===== config.mk =====
export PLATFORM = sky130hd
export DESIGN_NAME = conv_result_writer
export DESIGN_NICKNAME = d
export VERILOG_FILES = /design/src/rtl/npu_pkg.sv /design/src/rtl/result_pair_fifo.sv /design/src/rtl/conv_result_writer.sv
export SDC_FILE = /design/constraint.sdc
export NUM_CORES = 1
export LEC_CHECK = 0
export BUFFER_PORTS_ARGS = -buffer_cell sky130_fd_sc_hd__buf_2
export CAP_MARGIN = 30
export CELL_PAD_IN_SITES_DETAIL_PLACEMENT = 0
export CELL_PAD_IN_SITES_GLOBAL_PLACEMENT = 1
export CORE_MARGIN = 2
export CORE_UTILIZATION = 45
export CTS_CLUSTER_DIAMETER = 50
export CTS_CLUSTER_SIZE = 25
export DETAILED_ROUTE_END_ITERATION = 16
export PLACE_DENSITY_LB_ADDON = 0.1
export SLEW_MARGIN = 15
export SYNTH_ARGS = -nofsm -noshare
export SYNTH_HDL_FRONTEND = slang
export SYNTH_SLANG_ARGS = --single-unit

===== constraint.sdc =====
create_clock -name i_clk -period 3.05 [get_ports i_clk]
set_input_delay 0.61 -clock i_clk [delete_from_list [all_inputs] [get_ports i_clk]]
set_output_delay 0.61 -clock i_clk [all_outputs]
set_load 0.03 [all_outputs]

===== src/rtl/npu_pkg.sv =====
`default_nettype none
// ============================================================================
// Module      : npu_pkg
// Description : Shared widths, writer state encoding, result-pair record and
//               the ReLU clamp used by the convolution result writer.
// Revision    : 1.0 - initial release
// ============================================================================
package npu_pkg;

    localparam int ADDR_W = 10;
    localparam int DATA_W = 8;

    typedef enum logic [1:0] {
        ST_IDLE      = 2'd0,
        ST_WR_FIRST  = 2'd1,
        ST_WR_SECOND = 2'd2
    } wr_state_e;

    typedef struct packed {
        logic [DATA_W-1:0] sum1;
        logic [DATA_W-1:0] sum2;
        logic [ADDR_W-1:0] addr1;
        logic [ADDR_W-1:0] addr2;
    } result_pair_t;

    // Negative two's-complement sums clamp to zero.
    function automatic logic [DATA_W-1:0] relu(input logic [DATA_W-1:0] v);
        return v[DATA_W-1] ? '0 : v;
    endfunction

endpackage
`default_nettype wire


===== src/rtl/result_pair_fifo.sv =====
`default_nettype none
// ============================================================================
// Module      : result_pair_fifo
// Description : Synchronous FIFO of result pairs; pushes while full and pops
//               while empty are ignored. Head is read combinationally.
// Revision    : 1.0 - initial release
// ============================================================================
module result_pair_fifo
    import npu_pkg::*;
#(
    parameter  int DEPTH = 4,
    localparam int CNT_W = $clog2(DEPTH + 1)
) (
    input  logic             i_clk,
    input  logic             i_rst_n,
    input  logic             i_push,
    input  result_pair_t     i_push_data,
    input  logic             i_pop,
    output result_pair_t     o_head,
    output logic [CNT_W-1:0] o_count,
    output logic             o_full,
    output logic             o_empty
);

    localparam int PTR_W = $clog2(DEPTH);

    result_pair_t     mem_q [DEPTH];
    logic [PTR_W-1:0] wr_ptr_q, wr_ptr_d;
    logic [PTR_W-1:0] rd_ptr_q, rd_ptr_d;
    logic [CNT_W-1:0] count_q, count_d;
    logic             w_push;
    logic             w_pop;

    assign o_full  = (count_q == CNT_W'(DEPTH));
    assign o_empty = (count_q == '0);
    assign o_count = count_q;
    assign o_head  = mem_q[rd_ptr_q];

    // A full FIFO rejects the push even when a pop frees a slot this cycle.
    assign w_push = i_push && !o_full;
    assign w_pop  = i_pop && !o_empty;

    always_comb begin
        wr_ptr_d = wr_ptr_q;
        rd_ptr_d = rd_ptr_q;
        count_d  = count_q;
        if (w_push) begin
            wr_ptr_d = wr_ptr_q + PTR_W'(1);
        end
        if (w_pop) begin
            rd_ptr_d = rd_ptr_q + PTR_W'(1);
        end
        case ({w_push, w_pop})
            2'b10:   count_d = count_q + CNT_W'(1);
            2'b01:   count_d = count_q - CNT_W'(1);
            default: count_d = count_q;
        endcase
    end

    always_ff @(posedge i_clk or negedge i_rst_n) begin
        if (!i_rst_n) begin
            wr_ptr_q <= '0;
            rd_ptr_q <= '0;
            count_q  <= '0;
        end else begin
            wr_ptr_q <= wr_ptr_d;
            rd_ptr_q <= rd_ptr_d;
            count_q  <= count_d;
        end
    end

    always_ff @(posedge i_clk) begin
        if (w_push) begin
            mem_q[wr_ptr_q] <= i_push_data;
        end
    end

endmodule
`default_nettype wire


===== src/rtl/conv_result_writer.sv =====
`default_nettype none
// ============================================================================
// Module      : conv_result_writer
// Description : Buffers convolution result pairs and serialises each into two
//               backpressured writes on the feature-map memory.
//               Build option CONV_WB_RELU_EN clamps negative sums to zero.
// Revision    : 1.0 - initial release
// ============================================================================
module conv_result_writer
    import npu_pkg::*;
#(
    parameter int DEPTH  = 4,
    parameter int ADDR_W = npu_pkg::ADDR_W,
    parameter int DATA_W = npu_pkg::DATA_W
) (
    input  logic              i_clk,
    input  logic              i_rst_n,
    input  logic              i_valid,
    input  logic [DATA_W-1:0] i_sum1,
    input  logic [DATA_W-1:0] i_sum2,
    input  logic [ADDR_W-1:0] i_dest_addr1,
    input  logic [ADDR_W-1:0] i_dest_addr2,
    output logic              o_ready,
    output logic              o_wr_en,
    output logic [ADDR_W-1:0] o_wr_addr,
    output logic [DATA_W-1:0] o_wr_data,
    input  logic              i_wr_ready,
    output logic              o_busy,
    output logic              o_overflow,
    output logic [15:0]       o_pairs_written
);

    localparam int CNT_W = $clog2(DEPTH + 1);

    result_pair_t      w_push_data;
    result_pair_t      w_head;
    logic [CNT_W-1:0]  w_count;
    logic              w_full;
    logic              w_empty;
    logic              w_pop;
    logic [DATA_W-1:0] w_head_sum1;
    logic [DATA_W-1:0] w_head_sum2;

    wr_state_e         state_q, state_d;
    logic              wr_en_q, wr_en_d;
    logic [ADDR_W-1:0] wr_addr_q, wr_addr_d;
    logic [DATA_W-1:0] wr_data_q, wr_data_d;
    logic [ADDR_W-1:0] addr2_q, addr2_d;
    logic [DATA_W-1:0] sum2_q, sum2_d;
    logic              overflow_q, overflow_d;
    logic [15:0]       pairs_q, pairs_d;

    assign w_push_data = '{sum1: i_sum1, sum2: i_sum2, addr1: i_dest_addr1, addr2: i_dest_addr2};

    result_pair_fifo #(
        .DEPTH (DEPTH)
    ) u_fifo (
        .i_clk       (i_clk),
        .i_rst_n     (i_rst_n),
        .i_push      (i_valid),
        .i_push_data (w_push_data),
        .i_pop       (w_pop),
        .o_head      (w_head),
        .o_count     (w_count),
        .o_full      (w_full),
        .o_empty     (w_empty)
    );

`ifdef CONV_WB_RELU_EN
    assign w_head_sum1 = relu(w_head.sum1);
    assign w_head_sum2 = relu(w_head.sum2);
`else
    assign w_head_sum1 = w_head.sum1;
    assign w_head_sum2 = w_head.sum2;
`endif

    assign o_ready = !w_full;
    assign o_busy  = (w_count != '0) || (state_q != ST_IDLE);

    // A new pair is taken from IDLE, or straight after the second write completes.
    assign w_pop = !w_empty &&
                   ((state_q == ST_IDLE) || ((state_q == ST_WR_SECOND) && i_wr_ready));

    always_comb begin
        state_d    = state_q;
        wr_en_d    = wr_en_q;
        wr_addr_d  = wr_addr_q;
        wr_data_d  = wr_data_q;
        addr2_d    = addr2_q;
        sum2_d     = sum2_q;
        pairs_d    = pairs_q;
        overflow_d = overflow_q || (i_valid && w_full);

        case (state_q)
            ST_IDLE: begin
                wr_en_d = 1'b0;
            end
            ST_WR_FIRST: begin
                if (i_wr_ready) begin
                    wr_addr_d = addr2_q;
                    wr_data_d = sum2_q;
                    state_d   = ST_WR_SECOND;
                end
            end
            ST_WR_SECOND: begin
                if (i_wr_ready) begin
                    pairs_d = pairs_q + 16'd1;
                    wr_en_d = 1'b0;
                    state_d = ST_IDLE;
                end
            end
            default: begin
                wr_en_d = 1'b0;
                state_d = ST_IDLE;
            end
        endcase

        if (w_pop) begin
            wr_en_d   = 1'b1;
            wr_addr_d = w_head.addr1;
            wr_data_d = w_head_sum1;
            addr2_d   = w_head.addr2;
            sum2_d    = w_head_sum2;
            state_d   = ST_WR_FIRST;
        end
    end

    always_ff @(posedge i_clk or negedge i_rst_n) begin
        if (!i_rst_n) begin
            state_q    <= ST_IDLE;
            wr_en_q    <= 1'b0;
            wr_addr_q  <= '0;
            wr_data_q  <= '0;
            addr2_q    <= '0;
            sum2_q     <= '0;
            overflow_q <= 1'b0;
            pairs_q    <= '0;
        end else begin
            state_q    <= state_d;
            wr_en_q    <= wr_en_d;
            wr_addr_q  <= wr_addr_d;
            wr_data_q  <= wr_data_d;
            addr2_q    <= addr2_d;
            sum2_q     <= sum2_d;
            overflow_q <= overflow_d;
            pairs_q    <= pairs_d;
        end
    end

    assign o_wr_en         = wr_en_q;
    assign o_wr_addr       = wr_addr_q;
    assign o_wr_data       = wr_data_q;
    assign o_overflow      = overflow_q;
    assign o_pairs_written = pairs_q;

endmodule
`default_nettype wire


; ---- Yosys cells after proc, flatten, opt, wreduce, memory -nomap -nowiden
; Memories as Yosys holds them, arrays and structs flattened.
; Cells that the tools add are included.
[classes]
reduce_logical = 21
mux = 16
n_eq_ne = 9
addsub = 5
[op_table]
columns = cell, count
row1 = $mux 10, 3
row2 = $mux 8, 3
row3 = $add 16x1->16 const B, 1
row4 = $reduce_bool 2->1, 4
row5 = $mux 2, 3
row6 = $ne 3x2->1 const B, 2
row7 = $pmux 2 s3, 1
row8 = $pmux 3 s2, 1
row9 = $reduce_and 2->1, 3
row10 = $logic_and 1x1->1, 5
row11 = $add 2x1->2 const B, 2
row12 = $eq 2x1->1 const B, 2
row13 = $eq 2x2->1 const B, 2
row14 = $mux 1, 4
row15 = $ne 2x1->1 const B, 2
row16 = $add 3x1->3 const B, 1
row17 = $eq 3x3->1 const B, 1
row18 = $logic_not 3->1, 1
row19 = $logic_or 1x1->1, 3
row20 = $reduce_and 3->1, 1
row21 = $reduce_bool 3->1, 1
row22 = $sub 3x1->3 const B, 1
row23 = $logic_not 1->1, 2
row24 = $logic_not 2->1, 1
row25 = $pmux 1 s2, 1
[word_totals]
mem_bits_rw = 144
wordCells = 63
inputBits = 40
out_inout_bits = 38
ff_bits = 63
mem_count = 1
[memory_table]
columns = name, words, width, rd, rd_clocked_by_memory_dff, write_ports, line
row1 = u_fifo.mem_q, 4, 36, 1, 0, 1, result_pair_fifo.sv:27  ; result_pair_t mem_q [DEPTH];

; ---- Depth between registers and ports, before layout
; Gate-level depths: netlist of the first run.
[logic_depth]
depth_word = 7
mapped_depth = 10

; ---- By module
; Synthesis of the first run repeated with hierarchy kept, for this count alone.
[hier_totals]
hier_cells = 418
hier_area_um2 = 8031.5
[by_module_without_submodules]
columns = mod, seq_area_each_um2, area_each_um2, cells_each, instances
row1 = result_pair_fifo, 4499.3, 5635.4, 225, 1
row2 = conv_result_writer, 1401.3, 2396.0, 193, 1

; ---- Worst setup path before layout of the first run
; Ideal clock, no wire load.
[synth_path]
kind = input to register
from = in i_wr_ready
to = reg u_fifo.count_q[2], in the netlist u_fifo.o_count[2]
t_arrival_ps = 2135
n_path_buf = 2
setup_ps = 79
path_stages = 10
setup_slack_ps = 836
cell_sequence = nor2b_1 -> nor3_2 -> buf_4 -> buf_4 -> ha_1 -> inv_1 -> fa_1 -> xor2_1 -> nor2_1 -> xor2_1
[synth_via]
elab_chain_len = 6
[synth_lines]
columns = item, line
row1 = from (decl), conv_result_writer.sv:27  ; input logic i_wr_ready,
row2 = $logic_and 1x1->1 *, conv_result_writer.sv:82  ; ((state_q == ST_IDLE) || ((state_q == ST_WR_SECOND) && i_wr_ready));
row3 = $logic_or 1x1->1 *, conv_result_writer.sv:82
row4 = $logic_and 1x1->1 *, conv_result_writer.sv:81  ; assign w_pop = !w_empty &&
row5 = $logic_and 1x1->1 *, result_pair_fifo.sv:41  ; assign w_pop = i_pop && !o_empty;
row6 = $eq 2x1->1 / $eq 2x2->1 (equally long branches), result_pair_fifo.sv:53  ; case ({w_push, w_pop})
row7 = $pmux 3 s2 / $reduce_bool 2->1 (equally long branches), --
row8 = to (signal assigned), result_pair_fifo.sv:68  ; count_q <= count_d;
row9 = to (decl), result_pair_fifo.sv:30  ; logic [CNT_W-1:0] count_q, count_d;
; Mark *: on every way between the ends. The rest lies on a longest branch, timed or not.
; A chain may end at the register's enable or synchronous reset.

; ---- Final worst setup path of the first run
[layout_path]
from = reg state_q[0]
to = out o_busy
[layout_via]
elab_chain_len = 2
[layout_lines]
columns = item, line
row1 = from (decl), conv_result_writer.sv:44  ; wr_state_e state_q, state_d;
row2 = from (signal assigned), conv_result_writer.sv:139  ; state_q <= state_d;
row3 = $reduce_bool 2->1, conv_result_writer.sv:78  ; assign o_busy = (w_count != '0) || (state_q != ST_IDLE);
row4 = $logic_or 1x1->1, conv_result_writer.sv:78
row5 = to (decl), conv_result_writer.sv:28  ; output logic o_busy,
; Every way passes these cells.

==> results.cfg, run 1 <==
[outcome]
status = completed

[logic_synthesis]
yosysMostFrequentCell = edfxtp_1
yosysUniqueCellTypes = 38
yosys_warnings = 0
synth.largest_area_cell = edfxtp_1
yosysTopAreaCellShare = 0.539
synthArstFlopShare = 0.304
synth_seq_area_share = 0.735
synth_cells = 414
synth-main-ff-cell = edfxtp_1
ys_seq_elements = 207
synth_commonest_cells = edfxtp_1 (144), dfrtp_1 (63), mux4_2 (36)
syn_nets = 461
synth_area_leaders = edfxtp_1 (54%), dfrtp_1 (20%), mux4_2 (10%)
syn_area_um2 = 8030
avgSynthCellArea_um2 = 19.4
synth_edf_count = 144

[clock_tree]
cts_tree = done
clockBufferDepth = 3
cts_resized = 0
post_cts_buffers = 0
cts.htree.levels = 1
clk_pin_slew_ps = 60
cts_root_buf = clkbuf_16
cts_sinks = 207
clkLatencyLatePin_ps = 480
cts_hold_buf = 0
cts_buffers = 21

[placement]
dp_cells = 712
place_hpwl_um = 9070
pre_cts_slack_ps = 907
place.port_buffers = 77
place_congestion = 0.693
dpl_cell_area_um2 = 8700

[finish]
area_delta_synth_final_pct = 16.8
fin_nets = 557
final_util = 0.540
drive_above_1_share = 0.349
diodes = 0
final_cells = 749
fill_cells = 1420
stdcell_area_um2 = 9380

[sta]
finalCriticalPeriod_ps = 2200
rsz0062_at_grt = no
post-route-period-util = 0.722
setup_tns_ps = 0
hold_viol_final = 0
slew_violations = 0
relSlewSlack = 0.557
worst_pin_slew_ps = 665
setup_viol = 0
finClkSkew_ps = 9.81
max_freq_mhz = 454
fin_ws_ps = 848
holdWs_ps = 143

[floorplanning]
start_util = 0.463
die_w_um = 138
io_pins = 78
die-area_um2 = 18900
rows = 48
core_area_um2 = 17400
die_h_um = 138

[routing]
via_per_inst = 5.27
drt-initial-drc-count = 242
drc = 0
drt_first_pass_iters = 4
vias = 3950
post_drt_wl_per_cell_um = 20.0
wl_um = 15000
detail-route-antenna-nets = 0

[pwr]
total_power_mw = 9.57
p_per_area_nw_per_um2 = 1020
clkPwrFrac = 0.262
leakagePower_nw = 3.64
combPwrFrac = 0.288
peakVddDrop_mv = 0.642
seq_power_share = 0.450
internal_power_mw = 6.53
p_sw_mw = 3.04
swShare = 0.318

[worst_setup_path]
crit_path_start_kind = register
cp-end-kind = primary output
critical_path_class = reg2out
crit_arrival_ps = 1590
cp.required_ps = 2440
crit_fanout = 9

[hold_path]
hold_path_class = in2async

[job]
cap_violations = 0

[global_route]
grt.total_usage = 0.167
grt_pass1_wl_um = 23500
grt_max_degree = 58
grt_pass1_vias = 4231
antenna_found_initial = 1
grt.overflow.total = 0
==> metal layers <==
layer | share of wire | vias to the layer above | GRT usage
li1 | - | 1798 | -
met1 | 0.46 | 2057 | 0.232
met2 | 0.48 | 76 | 0.273
met3 | 0.050 | 17 | 0.0342
met4 | 0.012 | 2 | 0.0401
met5 | 0.00047 | - | 0
==> power groups by stage <==
stage,Sequential [mW],Combinational [mW],Clock (mW)
2_1_floorplan,4.43,1.90,0
3_3_place_gp,4.34,2.76,0
3_5_place_dp,4.38,2.82,0
4_1_cts,4.33,2.82,2.58
5_1_grt,4.40,3.01,2.69
6_report,4.31,2.76,2.50
==> critical path, stage by stage, from the launching register on <==
cell and delay, ps:
dfrtp_1 500, nor4_1 320, nand2b_1 110, buf_2 190
==> final timing paths <==
check                             startpoint                 end  slack [ps]  cells past startpoint
max                               state_q[0]              o_busy         850                      3
min reg2reg                       o_overflow          o_overflow         470                      1
min in group i_clk           i_dest_addr2[0]  u_fifo.mem_q[2][0]         340                      1
max in group asynchronous            i_rst_n          addr2_q[8]        2140                      2
max reg2reg                u_fifo.o_count[0]   u_fifo.o_count[2]        1020                      9
min                                  i_rst_n  o_pairs_written[8]         140                      1
==> sequential cells by signal, summed over array words and instances (netlist names) <==
signal	flops
u_fifo.o_count	3
u_fifo.wr_ptr_q	2
u_fifo.mem_q	144
o_wr_addr	10
o_overflow	1
addr2_q	10
state_q	2
u_fifo.rd_ptr_q	2
o_pairs_written	16
sum2_q	8
o_wr_en	1
o_wr_data	8
==> logic make-up (layout without fill, tap and decap cells) <==
kind of cell,after synthesis,count (layout),share of synthesized area
fa+ha+maj,7,7,0.0118
flops,207,207,0.735
xor+xnor,21,21,0.0229
mux,76,76,0.154
compound gates,22,22,0.0148
simple gates,58,58,0.0443
buf+inv,23,133,0.0173
==> cells in the final DEF, fill, tap and decap left out, types with 3 or more instances in the layout <==
master,Yosys,final
edfxtp_1,144,144
buf_2,3,77
dfrtp_1,63,61
mux4_2,36,36
nand2_1,27,27
clkbuf_16,0,21
mux2i_1,20,20
xnor2_1,15,15
mux2_2,13,13
buf_4,7,12
o21ai_1,10,10
o21ai_0,9,9
mux2_1,7,7
inv_1,6,6
xor2_1,6,6
ha_1,6,6
nor2_1,4,4
and3_2,0,4
nand4_1,4,4
nand3_1,3,3
clkinv_4,0,3
clkinv_1,0,3
clkbuf_1,4,3
==> final cells by class <==
| class | instances | area (um^2) | share of cell area |
|---|---|---|---|
| multi-input combinational | 184 | 2000 | 0.213 |
| tap | 225 | 282 | 0.0300 |
| clock buffer | 25 | 551 | 0.0587 |
| sequential | 207 | 5900 | 0.629 |
| timing repair buffer | 90 | 495 | 0.0528 |
| clock inverter | 12 | 124 | 0.0132 |
| inverter | 6 | 22.5 | 0.00240 |
No activity file was read; power rests on OpenSTA's default activity.
==> inputs of run 2 (changes only) <==
Settings changed: ABC_AREA set to 1, CORE_UTILIZATION 45 to 42.
Clock period 3.05 ns to 1.8 ns, I/O delays scaled along.
==> results.cfg, run 2 <==
[outcome]
status = completed

[clock_tree]
cts.htree.levels = 1
cts_buffers = 25
cts_root_buf = clkbuf_16
clkLatencyLatePin_ps = 520
clockBufferDepth = 3
cts_tree = done
cts_sinks = 207
clk_pin_slew_ps = 70

[placement]
place.port_buffers = 77
place_congestion = 0.776
place_hpwl_um = 11600
dpl_cell_area_um2 = 9530

[logic_synthesis]
synth_cells = 801
yosysUniqueCellTypes = 28
synth_seq_area_share = 0.688
synth_commonest_cells = nand2_1 (224), edfxtp_1 (144), nor2_1 (96)
synth_area_leaders = edfxtp_1 (50%), dfrtp_1 (18%), nand2_1 (9.8%)
ys_seq_elements = 207
synth.largest_area_cell = edfxtp_1
syn_nets = 848
synthArstFlopShare = 0.304
synth-main-ff-cell = edfxtp_1
avgSynthCellArea_um2 = 10.7
yosysMostFrequentCell = nand2_1
yosysTopAreaCellShare = 0.504
yosys_warnings = 0
synth_edf_count = 144
syn_area_um2 = 8580

[routing]
vias = 5718
drt-initial-drc-count = 320
drc = 0
wl_um = 18700
detail-route-antenna-nets = 0
via_per_inst = 4.83
drt_first_pass_iters = 6
post_drt_wl_per_cell_um = 15.8

[finish]
area_delta_synth_final_pct = 21.4
fill_cells = 1838
final_util = 0.517
diodes = 0
stdcell_area_um2 = 10400
largest_reg_flops = 144
multi_input_area_um2 = 2320
register_area_um2 = 5900
regMostFlops = u_fifo.mem_q
drive_above_1_share = 0.187
fin_nets = 943
final_cell_mix = nand2_1 (223), edfxtp_1 (144), nor2_1 (91)
final_common_cell = nand2_1

[sta]
finClkSkew_ps = 22.1
hold_viol_final = 0
max_freq_mhz = 586
setup_viol = 0
rsz0062_at_grt = no
relSlewSlack = 0.705
post-route-period-util = 0.948
slew_violations = 0
finalCriticalPeriod_ps = 1710
worst_pin_slew_ps = 442

[floorplanning]
start_util = 0.425
rows = 52
die_w_um = 147
core_area_um2 = 20200
io_pins = 78
die-area_um2 = 21600
die_h_um = 147

[pwr]
peakVddDrop_mv = 0.753
leakagePower_nw = 4.45
p_per_area_nw_per_um2 = 1810

[worst_setup_path]
cp.required_ps = 1440
crit_chain = inv_2 > nand4_1 > buf_6
cp-end-kind = primary output
critical_path_class = reg2out
critPathMaxStageDelay_ps = 390
cpMaxStageDelayCell = dfrtp_1
crit_fanout = 4
crit_arrival_ps = 1350
crit_path_start_kind = register

[global_route]
grt_max_degree = 58
grt_pass1_wl_um = 30000
antenna_found_initial = 0
grt.total_usage = 0.177
grt.overflow.total = 0
grt_pass1_vias = 5654

[hold_path]
hold_path_class = in2reg

[job]
cap_violations = 0
[run 2: logic make-up (layout without fill, tap and decap cells)]
kind of cell / Yosys count / in the layout / share of synthesized area
AO/OA/AOI/OAI: 87 / 87 / 0.0518
XOR/XNOR: 15 / 15 / 0.0153
adder cells (fa/ha/maj): 7 / 7 / 0.0111
buffers and inverters: 101 / 214 / 0.0499
flip-flops: 207 / 207 / 0.688
AND/OR/NAND/NOR: 384 / 384 / 0.184
[run 2: timing repair]
action / 4_1_cts / 5_1_grt
hold endpoints to repair: 63 / 0
buffers inserted: 0 / 1
hold buffers: 1 / 0
endpoints found under the setup margin: 1 / 12
gates resized for setup: 3 / 3
[run 2: final timing paths]
check | from | to | slack [ps] | cells past startpoint
max in group asynchronous | i_rst_n | state_q[1] | 1090 | 3
max | u_fifo.o_count[0] | o_busy | 90 | 3
min reg2reg | o_wr_en | o_wr_en | 470 | 2
max reg2reg | u_fifo.o_count[0] | u_fifo.o_count[2] | 100 | 9
min in group asynchronous | i_rst_n | o_pairs_written[15] | 220 | 2
min | i_sum2[0] | u_fifo.mem_q[1][20] | 40 | 1
[run 2: per-stage QoR]
| step | hold WS, ps | setup WS (ps) | power [mW] | TNS [ps] | instances |
|---|---|---|---|---|---|
| 5_1_grt | 37.2 | 10.7 | 20.1 | 0 | 1184 |
| 3_5_place_dp | 221 | 25.4 | 13.8 | 0 | 1138 |
| 4_1_cts | 31.6 | 13.4 | 19.1 | 0 | 1183 |
| 3_3_place_gp | 219 | 22.5 | 13.6 | 0 | 1138 |
| 6_report | 44.2 | 94.1 | 18.8 | 0 | 1184 |
| 2_1_floorplan | 64.4 | -91.5 | 11.6 | -91.5 | 801 |
[run 2: metal layers]
| metal | wire [um] | vias up | track usage |
|---|---|---|---|
| li1 | - | 2839 | - |
| met1 | 8530 | 2733 | 0.233 |
| met2 | 8990 | 109 | 0.306 |
| met3 | 745 | 37 | 0.0307 |
| met4 | 473 | 0 | 0.0500 |
| met5 | 0 | - | 0 |
[run 2: area by class of cell]
class | count | share of cell area
well taps | 270 | 0.0324
inverters | 66 | 0.0238
flip-flops and latches | 207 | 0.566
repair buffers | 103 | 0.0715
clock buffers | 28 | 0.0611
multi-input cells | 493 | 0.223
clock inverters | 17 | 0.0221
[run 2: critical path, delay by kind of cell, from the launching register on]
kind,cells,cell delay (ps)
buf+inv,2,300
flops,1,390
simple gates,1,150
[run 2: power by group]
part           switching, mW  total (mW)  leakage, nW  internal [mW]
sequential             0.537        6.97         2.09           6.43
combinational           4.48        6.69         1.94           2.21
clock                   2.08        5.15        0.423           3.08
